$ cat config.mk
export PLATFORM = sky130hd
export DESIGN_NAME = iter_counter
export DESIGN_NICKNAME = d
export VERILOG_FILES = /design/src/rtl/iter_counter_pkg.sv /design/src/rtl/iter_counter_updn_counter.sv /design/src/rtl/iter_counter.sv
export SDC_FILE = /design/constraint.sdc
export NUM_CORES = 1
export LEC_CHECK = 0
export BUFFER_PORTS_ARGS = -buffer_cell sky130_fd_sc_hd__buf_2
export CAP_MARGIN = 25
export CORE_AREA = 2 2 47 49
export CTS_BUF_LIST = sky130_fd_sc_hd__clkbuf_4 sky130_fd_sc_hd__clkbuf_8
export DETAILED_ROUTE_END_ITERATION = 7
export DIE_AREA = 0 0 49 51
export PLACE_DENSITY_LB_ADDON = 0.2
export SLEW_MARGIN = 30
export SYNTH_ARGS = -nofsm -noshare
export SYNTH_HDL_FRONTEND = slang
export SYNTH_SLANG_ARGS = --single-unit
$ cat constraint.sdc
create_clock -name clk -period 3.05 [get_ports clk]
set_input_delay 0.305 -clock clk [delete_from_list [all_inputs] [get_ports clk]]
set_output_delay 0.305 -clock clk [all_outputs]
set_load 0.02 [all_outputs]
$ cat src/rtl/iter_counter_pkg.sv
// Shared definitions for the iteration counter and the mult/div controllers
// that reuse its state encoding.
package iter_counter_pkg;

    // Default counter/limit width; max iterations = 2**WIDTH-1.
    localparam int unsigned DEFAULT_WIDTH = 6;

    // Sequencer states. Encoding is fixed so other controllers can share it;
    // 2'd3 is illegal and recovers to ST_IDLE.
    typedef enum logic [1:0] {
        ST_IDLE = 2'd0,
        ST_RUN  = 2'd1,
        ST_DONE = 2'd2
    } state_t;

    // States in which a new operation may be accepted.
    function automatic logic can_accept(input state_t s);
        return (s == ST_IDLE) || (s == ST_DONE);
    endfunction

endpackage : iter_counter_pkg

$ cat src/rtl/iter_counter_updn_counter.sv
// WIDTH-bit up/down counter with async clear, enable, synchronous load
// and an inc/dec step select. Load has priority over step.
module updn_counter
    import iter_counter_pkg::*;
#(
    parameter int unsigned WIDTH = DEFAULT_WIDTH
) (
    input  logic             clk,
    input  logic             clrn,
    input  logic             ena,
    input  logic             load,
    input  logic [WIDTH-1:0] value,
    input  logic             step,
    input  logic             down,
    output logic [WIDTH-1:0] count
);

    logic [WIDTH-1:0] count_stepped;

    // Next value when stepping: decrement in down mode, else increment.
    always_comb begin
        count_stepped = count;
        if (down) begin
            count_stepped = count - WIDTH'(1);
        end else begin
            count_stepped = count + WIDTH'(1);
        end
    end

    // Count register: load wins over step; everything frozen when ena=0.
    always_ff @(posedge clk or negedge clrn) begin
        if (!clrn) begin
            count <= '0;
        end else if (ena) begin
            if (load) begin
                count <= value;
            end else if (step) begin
                count <= count_stepped;
            end
        end
    end

endmodule : updn_counter

$ cat src/rtl/iter_counter.sv
// Iteration counter/sequencer: runs a programmable number of iterations per
// operation counting up or down, flags the final iteration and pulses done.
module iter_counter
    import iter_counter_pkg::*;
#(
    parameter int unsigned WIDTH      = DEFAULT_WIDTH,
    parameter bit          COUNT_DOWN = 1'b0
) (
    input  logic             clk,
    input  logic             clrn,
    input  logic             ena,
    input  logic             start,
    input  logic             abort,
    input  logic [WIDTH-1:0] limit,
    output logic [WIDTH-1:0] count,
    output logic             busy,
    output logic             last,
    output logic             done
);

    state_t           state;
    state_t           state_nxt;
    logic [WIDTH-1:0] lim_q;
    logic [WIDTH-1:0] lim_m1;
    logic             term;
    logic             lim_load;
    logic             cnt_load;
    logic             cnt_step;
    logic [WIDTH-1:0] cnt_value;

    updn_counter #(
        .WIDTH (WIDTH)
    ) u_cnt (
        .clk   (clk),
        .clrn  (clrn),
        .ena   (ena),
        .load  (cnt_load),
        .value (cnt_value),
        .step  (cnt_step),
        .down  (COUNT_DOWN),
        .count (count)
    );

    // Terminal compare; lim_q-1 is only formed for a non-zero limit, and the
    // compare is evaluated before any step so the count never wraps.
    always_comb begin
        lim_m1 = '0;
        if (lim_q != '0) begin
            lim_m1 = lim_q - WIDTH'(1);
        end
        if (COUNT_DOWN) begin
            term = (count == '0);
        end else begin
            term = (count == lim_m1);
        end
    end

    // Next-state and counter control; abort overrides everything else.
    always_comb begin
        state_nxt = state;
        lim_load  = 1'b0;
        cnt_load  = 1'b0;
        cnt_step  = 1'b0;
        cnt_value = '0;
        if (abort) begin
            state_nxt = ST_IDLE;
            cnt_load  = 1'b1;
            cnt_value = '0;
        end else begin
            case (state)
                ST_IDLE, ST_DONE: begin
                    if (can_accept(state) && start) begin
                        lim_load = 1'b1;
                        if (limit == '0) begin
                            // Zero-iteration operation: straight to DONE,
                            // count left untouched.
                            state_nxt = ST_DONE;
                        end else begin
                            state_nxt = ST_RUN;
                            cnt_load  = 1'b1;
                            cnt_value = COUNT_DOWN ? (limit - WIDTH'(1)) : '0;
                        end
                    end else begin
                        state_nxt = ST_IDLE;
                    end
                end
                ST_RUN: begin
                    if (term) begin
                        state_nxt = ST_DONE;
                    end else begin
                        cnt_step = 1'b1;
                    end
                end
                default: begin
                    state_nxt = ST_IDLE;
                end
            endcase
        end
    end

    // State register, advanced only on enabled edges.
    always_ff @(posedge clk or negedge clrn) begin
        if (!clrn) begin
            state <= ST_IDLE;
        end else if (ena) begin
            state <= state_nxt;
        end
    end

    // Limit register, captured only when an operation is accepted.
    always_ff @(posedge clk or negedge clrn) begin
        if (!clrn) begin
            lim_q <= '0;
        end else if (ena && lim_load) begin
            lim_q <= limit;
        end
    end

    // Outputs are decodes of the registered state plus the terminal compare.
    always_comb begin
        busy = (state == ST_RUN);
        last = (state == ST_RUN) && term;
        done = (state == ST_DONE);
    end

endmodule : iter_counter

==> results_dict.tcl <==
set metrics [dict create \
    status "finished clean" \
    syn_area_sq_um 967 \
    path_class "reg -> out" \
    grt_pass1_vias 774 \
    dieArea_sq_mm 0.00250 \
    synth_top_family_by_area "simple AND/OR/NAND/NOR gates" \
    period_share_pct 86.9 \
    start_util_pct 46.9 \
    finalNonFillerCells 159 \
    final_max_slew_viol_count 0 \
    via_count 880 \
    rows 17 \
    multi_input_area_sq_um 576 \
    synth_top_area_share_pct 36.2 \
    hold_class "in -> reg" \
    die_x_um 49 \
    grt_pass1_wl_um 3490 \
    synth_enable_flop_cells 0 \
    cts_sinks 14 \
    async_flop_share_pct 100 \
    drc_errors 0 \
    crit_arrival_ps 2350 \
    fillCellCount 203 \
    power.leakage_nw 0.495 \
    hpwl_um 1630 \
    hold_viol_final 0 \
    cts_htree_levels 1 \
    antenna_found_initial 0 \
    switchingPower_uw 419 \
    synthMuxAreaShare_pct 6.73 \
    root_buffer "clkbuf_4" \
    fin_skew_ps 8.54 \
    ys_ff_latch 14 \
    clkPwrFrac_pct 11.0 \
    cts_buffers 3 \
    synthSimpleGateAreaFrac_pct 25.6 \
    synth_top_area_cell "dfrtp_1" \
    cts_buffer_depth 2 \
    drive_gt1_share_pct 22.9 \
    routed_wl_um 2110 \
    io_pins 20 \
    grt_max_degree 15 \
    critPathRequiredTime_ps 2740 \
    io_buffers 19 \
    p_sw_share_pct 44.8 \
    yosysSeqAreaShare_pct 36.2 \
    fin_nets 146 \
    p_per_area_mw_per_mm2 839 \
    synth-adder-area-share_pct 2.59 \
    yosys.area_share.xor_xnor_pct 5.43 \
    rsz0062_at_grt "false" \
    synth_most_common_cell "nand2_1" \
    internal_power_uw 516 \
    dr.pass1.iters 4 \
    grt_usage_pct 18.7 \
    synth-compound-area-share_pct 19.1 \
    final_antenna_net_count 0 \
    routed_via_density 5.53 \
    combPwrFrac_pct 50.4 \
    seq_power_share_pct 38.7 \
    grt_overflow 0 \
    worstSetupEndpointType "primary output" \
    period_minus_slack_ps 2650 \
    worst_pin_slew_ps 738 \
    cts.repair.resized 0 \
    final-setup-viol-count 0 \
    gp_congestion 0.837 \
    yosys.cell_types.count 37 \
    syn-num-nets 123 \
    wl_per_cell_um 13.2 \
    fin_setup_tns_ps 0 \
    synth_area_leaders "dfrtp_1 36%, nand2_1 6.2%, mux2_2 4.7%, nor2_1 3.1%, inv_1 2.7%" \
    slew_headroom_pct 50.6 \
    syn_area_per_cell_sq_um 8.79 \
    syn_inst 110 \
    ir_drop_mv 0.461 \
    cp-start-kind "flip-flop" \
    synth_common_cells "16 x nand2_1, 14 x dfrtp_1, 8 x nor2_1, 7 x inv_1" \
    critPathMaxFanout 11 \
    regArea_sq_um 350 \
    dp.cells 155 \
    fmax_mhz 377 \
    clk_pin_slew_worst_paths_ps 70 \
    die_h_um 51 \
    drt_iter0_markers 12 \
    holdWs_ps 246 \
    insertion_delay_ps 280 \
    antennaDiodeCount 0 \
    area_growth_pct 15.3 \
    yosys_warnings 0 \
    cap_violations 0 \
    core_sq_mm 0.00206 \
    synth_ff_type "dfrtp_1" \
    cts_tree "done" \
]
## per-layer routing
metal  track usage, %  share of wire (%)  wire length (um)  vias up
met5                0                  0                 0        -
li1                 -                  -                 -      447
met2             28.8                 47               982       23
met3             3.22                2.6                54        8
met4             13.3                3.2                67        0
met1             24.0                 48              1000      402
## cell usage in the layout, fill, tap and decap left out
cell,count
nand2b_1,4
o32ai_1,1
o211ai_1,1
o21ai_0,2
or3_1,3
nor4b_1,1
clkbuf_4,3
nand3_1,3
xnor2_1,3
o311ai_0,1
a311o_1,2
nor2_1,8
a22oi_1,1
o2111a_2,1
o221ai_1,1
nor3_1,3
dfrtp_1,14
nand2_1,16
nor2b_1,4
o22ai_1,2
xor2_1,3
ha_1,2
a31oi_1,3
nor4_1,2
a21boi_0,1
dlygate4sd3_1,1
and4bb_2,1
a21bo_2,1
a21oi_1,4
a211o_1,1
buf_2,19
inv_1,7
o31ai_1,2
o31a_1,1
nor3b_2,1
mux2i_1,2
and2_1,2
mux2_2,4
## layout make-up
class,instances,area share (%)
Clock buffer,3,2.02
Multi-Input combinational cell,87,51.6
Sequential cell,14,31.4
Inverter,7,2.36
Timing Repair Buffer,20,9.43
Tap cell,28,3.14
## sequential cells by signal, summed over array words and instances (netlist names)
register,cells
lim_q,6
u_cnt.count,6
state,2
## critical path, stage by stage, from the launching register on
cell and delay, ps:
dfrtp_1 450, inv_1 100, ha_1 180, nor3b_2 300, mux2i_1 250, xor2_1 160
o2111a_2 330, and2_1 150, buf_2 150
## final timing paths
| path | from | endpoint | slack, ps | depth (start not counted) |
|---|---|---|---|---|
| max in group asynchronous | clrn | u_cnt.count[1]$_DFFE_PN0P_ | 2340 | 2 |
| min reg2reg | state[1]$_DFFE_PN0P_ | state[1]$_DFFE_PN0P_ | 590 | 2 |
| min in group asynchronous | clrn | u_cnt.count[0]$_DFFE_PN0P_ | 450 | 2 |
| min | limit[1] | lim_q[1]$_DFFE_PN0P_ | 250 | 3 |
| max | lim_q[0]$_DFFE_PN0P_ | last | 400 | 8 |
| max reg2reg | lim_q[0]$_DFFE_PN0P_ | u_cnt.count[4]$_DFFE_PN0P_ | 750 | 8 |
## logic make-up (layout without fill, tap and decap cells)
family / count (synthesis) / count (layout)
adder cells (fa/ha/maj): 2 / 2
flip-flops: 14 / 14
XOR/XNOR: 6 / 6
AND/OR/NAND/NOR: 48 / 48
multiplexers: 6 / 6
buffers and inverters: 9 / 30
AO/OA/AOI/OAI: 25 / 25
## metrics by stage
| stage | utilization, % | instance area [sq um] | power, mW | setup WS (ps) |
|---|---|---|---|---|
| 2_1_floorplan | - | 967 | 0.713 | 916 |
| 6_report | 54.0 | 1110 | 0.935 | 399 |
| 5_1_grt | 54.0 | 1110 | 1.01 | 210 |
| 3_3_place_gp | 52.5 | 1080 | 0.813 | 789 |
| 4_1_cts | 54.0 | 1110 | 0.939 | 397 |
| 3_5_place_dp | 52.5 | 1080 | 0.831 | 704 |
## power by group through the flow
stage | sequential [mW] | combinational (mW) | clock [mW]
after global placement | 0.360 | 0.453 | 0
after global routing | 0.376 | 0.521 | 0.117
after floorplan | 0.353 | 0.360 | 0
after CTS | 0.360 | 0.472 | 0.108
final | 0.362 | 0.471 | 0.103
after detailed placement | 0.363 | 0.468 | 0
## what timing repair did
item                      in CTS  in global routing
buffers inserted               0                  0
hold endpoints to repair      14                  0
hold buffers                   1                  0
Note: power is estimated with default switching activity, not from simulation.
